--- config.mk ---
export PLATFORM = sky130hd
export DESIGN_NAME = packet_gen
export DESIGN_NICKNAME = d
export VERILOG_FILES = /design/src/rtl/packet_gen_pkg.sv /design/src/rtl/packet_gen.sv
export SDC_FILE = /design/constraint.sdc
export NUM_CORES = 1
export LEC_CHECK = 0
export ABC_AREA = 1
export BUFFER_PORTS_ARGS = -buffer_cell sky130_fd_sc_hd__buf_2
export CORE_AREA = 2 2 223 225
export DETAILED_ROUTE_END_ITERATION = 12
export DIE_AREA = 0 0 225 227
export GPL_ROUTABILITY_DRIVEN = 0
export GPL_TIMING_DRIVEN = 0
export SLEW_MARGIN = 10
export SYNTH_ARGS = -nofsm -noshare
export SYNTH_HDL_FRONTEND = slang
export SYNTH_SLANG_ARGS = --single-unit
--- constraint.sdc ---
create_clock -name clk -period 4 [get_ports clk]
set_input_delay 0.6 -clock clk [delete_from_list [all_inputs] [get_ports clk]]
set_output_delay 0.6 -clock clk [all_outputs]
set_load 0.02 [all_outputs]
--- src/rtl/packet_gen_pkg.sv ---
// Shared definitions for the AXI-Stream packet generator: FSM encoding and
// payload field placement within TDATA.
package packet_gen_pkg;

   typedef enum logic {
      ST_IDLE = 1'b0,
      ST_SEND = 1'b1
   } state_t;

   localparam int PKT_IDX_OFS  = 0;
   localparam int PKT_IDX_W    = 32;
   localparam int BEAT_IDX_OFS = 32;
   localparam int BEAT_IDX_W   = 16;

endpackage

--- src/rtl/packet_gen.sv ---
// Test-pattern packet generator: streams packet_count packets of packet_beats
// beats each, payload = {beat index, packet index}, with no bubbles.
module packet_gen
   import packet_gen_pkg::*;
#(
   parameter int DATA_WBITS = 512
) (
   input  logic                  clk,
   input  logic                  resetn,
   input  logic                  start,
   input  logic [31:0]           packet_count,
   input  logic [15:0]           packet_beats,
   input  logic                  eth_aligned,
   output logic                  busy,
   output logic [DATA_WBITS-1:0] AXIS_TX_TDATA,
   output logic                  AXIS_TX_TLAST,
   output logic                  AXIS_TX_TVALID,
   input  logic                  AXIS_TX_TREADY
);

   state_t                  r_state;
   logic [PKT_IDX_W-1:0]    r_pkt_cnt;
   logic [PKT_IDX_W-1:0]    r_pkt_idx;
   logic [BEAT_IDX_W-1:0]   r_beats;
   logic [BEAT_IDX_W-1:0]   r_beat_idx;
   logic                    r_unaligned;

   logic                    w_send;
   logic                    w_last;
   logic                    w_final_pkt;
   logic                    w_xfer;
   logic                    w_accept;
   logic [DATA_WBITS-1:0]   w_tdata;

   assign w_send      = (r_state == ST_SEND);
   assign w_last      = (r_beat_idx == r_beats - 16'd1);
   assign w_final_pkt = (r_pkt_idx == r_pkt_cnt - 32'd1);
   assign w_xfer      = w_send && AXIS_TX_TREADY;
   assign w_accept    = start && eth_aligned &&
                        (packet_count != 32'd0) && (packet_beats != 16'd0);

   always_ff @(posedge clk) begin
      if (!resetn) begin
         r_state     <= ST_IDLE;
         r_pkt_cnt   <= '0;
         r_pkt_idx   <= '0;
         r_beats     <= '0;
         r_beat_idx  <= '0;
         r_unaligned <= 1'b0;
      end else if (r_state == ST_IDLE) begin
         r_unaligned <= 1'b0;
         if (w_accept) begin
            r_pkt_cnt  <= packet_count;
            r_beats    <= packet_beats;
            r_pkt_idx  <= '0;
            r_beat_idx <= '0;
            r_state    <= ST_SEND;
         end
      end else begin
         // Alignment loss is remembered so the session ends at the next packet
         // boundary even if eth_aligned recovers before then.
         if (!eth_aligned)
            r_unaligned <= 1'b1;
         if (w_xfer) begin
            if (w_last) begin
               r_beat_idx <= '0;
               r_pkt_idx  <= r_pkt_idx + 32'd1;
               if (w_final_pkt || r_unaligned || !eth_aligned)
                  r_state <= ST_IDLE;
            end else begin
               r_beat_idx <= r_beat_idx + 16'd1;
            end
         end
      end
   end

   always_comb begin
      w_tdata = '0;
      if (w_send) begin
         w_tdata[PKT_IDX_OFS  +: PKT_IDX_W]  = r_pkt_idx;
         w_tdata[BEAT_IDX_OFS +: BEAT_IDX_W] = r_beat_idx;
      end
   end

   assign busy           = w_send;
   assign AXIS_TX_TVALID = w_send;
   assign AXIS_TX_TLAST  = w_send && w_last;
   assign AXIS_TX_TDATA  = w_tdata;

endmodule
Word level (Yosys, flattened, before mapping)
Index checks and enable logic that the tools add are counted.
{"block": "word_totals", "regBits": 98, "word_cells": 44, "out_inout_bits": 515}
{"block": "classes", "eq_ne": 4, "n_mux": 14, "addsub": 4, "bitwise": 1, "reduce_logical": 15}
{"operator": "$mux W32", "n": 4}
{"operator": "$mux W16", "n": 4}
{"operator": "$mux W48", "n": 1}
{"operator": "$add A32 B1 Y32 const B", "n": 1}
{"operator": "$eq A32 B32 Y1", "n": 1}
{"operator": "$reduce_bool A32 Y1", "n": 1}
{"operator": "$sub A32 B1 Y32 const B", "n": 1}
{"operator": "$add A16 B1 Y16 const B", "n": 1}
{"operator": "$eq A16 B16 Y1", "n": 1}
{"operator": "$reduce_bool A16 Y1", "n": 1}
{"operator": "$sub A16 B1 Y16 const B", "n": 1}
{"operator": "$reduce_and A2 Y1", "n": 3}
{"operator": "$logic_and A1 B1 Y1", "n": 5}
{"operator": "$mux W1", "n": 5}
{"operator": "$ne A2 B1 Y1 const B", "n": 2}
{"operator": "$reduce_and A3 Y1", "n": 1}
{"operator": "$logic_or A1 B1 Y1", "n": 2}
{"operator": "$reduce_bool A2 Y1", "n": 1}
{"operator": "$logic_not A1 Y1", "n": 1}
{"operator": "$not A1 Y1", "n": 1}

Depth between registers and ports, before layout
{"block": "logic_depth", "word_depth": 8, "depth_mapped": 18, "mapped_depth_nobuf": 18}

Least setup slack after synthesis
Ideal clock, no wire load.
{"block": "synth_timing", "path_type": "register to output", "start": "reg r_beats[0]", "end": "out AXIS_TX_TLAST", "path_stages_with_launch": 12, "slack_ns": 1.642, "t_arrival_ns": 1.758, "cell_sequence": "dfxtp_1 -> inv_2 -> ha_1 -> nand3_2 -> nor2_4 -> xor2_1 -> nand2_1 -> nor2_1 -> nand2_1 -> nor2_2 -> nand2_1 -> nor2_1"}
{"block": "synth_between", "elab_chain_cells": 3}
{"element": "from (decl)", "line_no": "packet_gen.sv:24", "source": "logic [BEAT_IDX_W-1:0] r_beats;"}
{"element": "from (signal assigned)", "line_no": "packet_gen.sv:54", "source": "r_beats <= packet_beats;"}
{"element": "$sub A16 B1 Y16", "line_no": "packet_gen.sv:36", "source": "assign w_last = (r_beat_idx == r_beats - 16'd1);"}
{"element": "$eq A16 B16 Y1", "line_no": "packet_gen.sv:36"}
{"element": "$logic_and A1 B1 Y1", "line_no": "packet_gen.sv:87", "source": "assign AXIS_TX_TLAST = w_send && w_last;"}
{"element": "to (decl)", "line_no": "packet_gen.sv:16", "source": "output logic AXIS_TX_TLAST,"}
No other way between the ends.

Final worst setup path
Same ends and word-level chain as after synthesis.

==> results.tsv <==
metric	value	unit
whs_endpoint	r_unaligned$_SDFFE_PN0N_	
synth_warnings	0	
clock_latency	0.36	ns
finalMaxSlewViolations	0	
cts_setup_buffers	0	
setup_viol	0	
pin_count	568	
initial_core_util	22.1	%
critical_path_required	3.40	ns
drt_wl_total	32.3	mm
rr_startpoint	r_pkt_cnt[0]$_SDFFE_PN0P_	
cts_hold_buf	0	
p_seq_share	32.1	%
multiInputGateArea	6050	sq um
diodes	0	
synth_seq_cells	98	
overflow	0	
fin_skew	0.00728	ns
regToRegSetupSlack	1.38	ns
synth-async-reset-ratio	0	%
first_global_vias	8608	
numCtsBuffers	9	
clk_path_buf_depth	2	
ctsResizeCount	0	
powerDensity	231	nW/um^2
core	48500	sq um
comb_power_share	41.6	%
wl_per_cell	11.3	um
antenna_found_initial	1	
holdPathStages	2	
leakage	8.10	nW
status	finished, final reports clean	
die_area	51100	sq um
drcViolationCount	0	
ys.flop_type	dfxtp_1	
htreeDepth	3	
holdCritPathClass	reg -> reg	
power.switching	1.31	mW
yosysUniqueCellTypes	42	
synthToLayoutAreaGrowth	30.9	%
worst_r2r_endpoint	AXIS_TX_TVALID$_SDFF_PN0_	
drt_pass1_iterations	5	
drtIter0Drc	507	
internal_power	1.94	mW
grt_pass1_wl	47.2	mm
fin_area	14000	sq um
relSlewSlack	38.0	%
p_sw_share	40.4	%
crit_fanout	5	
track_usage	11.9	%
finalSetupTns	0	ns
cp-end-kind	output port	
critPathArrivalTime	2.46	ns
max-vdd-ir-drop	151	uV
avgSynthCellArea	6.47	sq um
placed_cell_area	13800	sq um
antenna_left	0	
grt_max_degree	18	
cp-startpoint	r_beats[0]$_SDFFE_PN0P_	
rows	81	
fp.dieW	225	um
drive_above_1_share	28.4	%
tightest_slew	0.921	ns
die_height	227	um
hold_viol_final	0	
synth_edf_count	0	
regArea	1960	sq um
maxCapViolations	0	
vias_per_cell	3.47	
cp-start-kind	register	
period_share	76.5	%
hold_start	r_unaligned$_SDFFE_PN0N_	
crit_type	reg -> out	
rr_worst_depth	15	
cts_tree	yes	
cts-root-buf	clkbuf_16	
port_buffers	103	
fill_cells	5475	
clkSinkCount	98	
cts.clk_slew.worst_paths	0.08	ns
fin_crit	3.06	ns
fin_nets	2292	
ys_seq_area_share	18.3	%
dp.final_hpwl	28.0	mm
grt_setup_unrepaired	false	
dr_total_vias	9942	
synth_cells	1658	
fmax	0.327	GHz
syn_area	10700	sq um
clock_power_share	26.2	%
cell type report:
cell class / count / share of cell area, %
Clock inverter: 7 / 0.392
Timing Repair Buffer: 103 / 3.67
Multi-Input combinational cell: 1311 / 43.1
Clock buffer: 9 / 1.60
Tap cell: 622 / 5.54
Sequential cell: 98 / 14.0
Inverter: 189 / 5.05
Buffer: 523 / 26.7
registers in the layout, summed over array words and instances, names as in the netlist:
name and count:
AXIS_TX_TVALID 1, r_beat_idx 16, r_beats 16, r_pkt_cnt 32
r_pkt_idx 32, r_unaligned 1
worst max path at each step:
stage	end	slack (ns)	cells after the start
final	AXIS_TX_TLAST	0.94	12
after global routing	AXIS_TX_TLAST	0.77	12
after detailed placement	r_pkt_cnt[18]$_SDFFE_PN0P_	0.63	10
after floorplan	AXIS_TX_TLAST	1.64	11
after global placement	r_pkt_idx[0]$_SDFFE_PN0P_	0.66	10
after CTS	AXIS_TX_TLAST	0.93	12
metal layers:
metal  GRT usage, %  share of wire [%]  vias to the layer above
li1               -                  -                     5371
met1           14.0                 41                     4118
met2           21.2                 49                      408
met3           2.30                7.4                       43
met4           4.59                3.0                        2
met5              0              0.031                        -
through the flow:
stage | total power [mW] | worst slack [ns] | utilization (%) | hold WS (ns) | cells
2_1_floorplan | 2.22 | 1.64 | - | 0.426 | 2121
5_1_grt | 3.45 | 0.770 | 28.9 | 0.499 | 2862
4_1_cts | 3.24 | 0.933 | 28.9 | 0.467 | 2862
3_5_place_dp | 2.39 | 0.633 | 28.3 | 0.448 | 2846
6_report | 3.25 | 0.938 | 28.9 | 0.462 | 2862
3_3_place_gp | 2.39 | 0.658 | 28.3 | 0.441 | 2846
power groups by stage:
stage	registers (mW)	logic [mW]	clock network, mW
6_report	1.04	1.35	0.852
5_1_grt	1.05	1.49	0.911
4_1_cts	1.04	1.33	0.867
3_5_place_dp	1.07	1.33	0
3_3_place_gp	1.07	1.33	0
2_1_floorplan	1.05	1.16	0
Yosys cell counts, types with 21 or more instances:
| library cell | n | area, sq um |
|---|---|---|
| inv_1 | 179 | 672 |
| nor2_1 | 153 | 574 |
| xnor2_1 | 29 | 254 |
| buf_4 | 465 | 3490 |
| nand4_1 | 23 | 144 |
| clkbuf_1 | 38 | 143 |
| nor3_1 | 21 | 105 |
| xor2_1 | 57 | 499 |
| o22ai_1 | 24 | 150 |
| o21ai_0 | 44 | 220 |
| dfxtp_1 | 98 | 1960 |
| nand3_1 | 98 | 490 |
| nand2_1 | 274 | 1030 |
| a21oi_1 | 58 | 290 |
worst max-delay path: stages, from the launching register on:
cell and delay, ns:
dfxtp_1 0.33, inv_2 0.11, ha_1 0.21, nand3_2 0.16
nor2_2 0.16, xor2_1 0.23, o21ai_1 0.11, nor2_1 0.09
nand2_1 0.06, nor2_2 0.15, nand2_1 0.09, nor2_1 0.17
buf_2 0.21
logic make-up after synthesis:
| logic type | after synthesis | synth area share [%] |
|---|---|---|
| xor gates and xnor gates | 88 | 7.38 |
| AOI/OAI and AO/OA | 137 | 6.93 |
| adders and majority gates | 4 | 0.466 |
| DFF | 98 | 18.3 |
| other | 1 | 0.0350 |
| and+or+nand+nor | 618 | 25.4 |
| buffers and inverters | 712 | 41.5 |
cell usage in the layout (no fill, tap or decap), drive strengths merged, types with 4 or more instances in the layout:
cell type  netlist  final
o22ai           24     24
nor4            11     11
inv            189    190
clkinv           0      5
clkbuf          38     47
nor2           164    164
a21oi           61     61
buf            485    588
conb             1    464
nand3          103    103
nand2          277    277
ha               4      4
o21ai           47     47
nand3b           5      5
xnor2           29     29
nor3            23     23
xor2            58     58
and2             6      6
nand4           23     23
dfxtp           98     98
No activity file was read; power rests on OpenSTA's default activity.
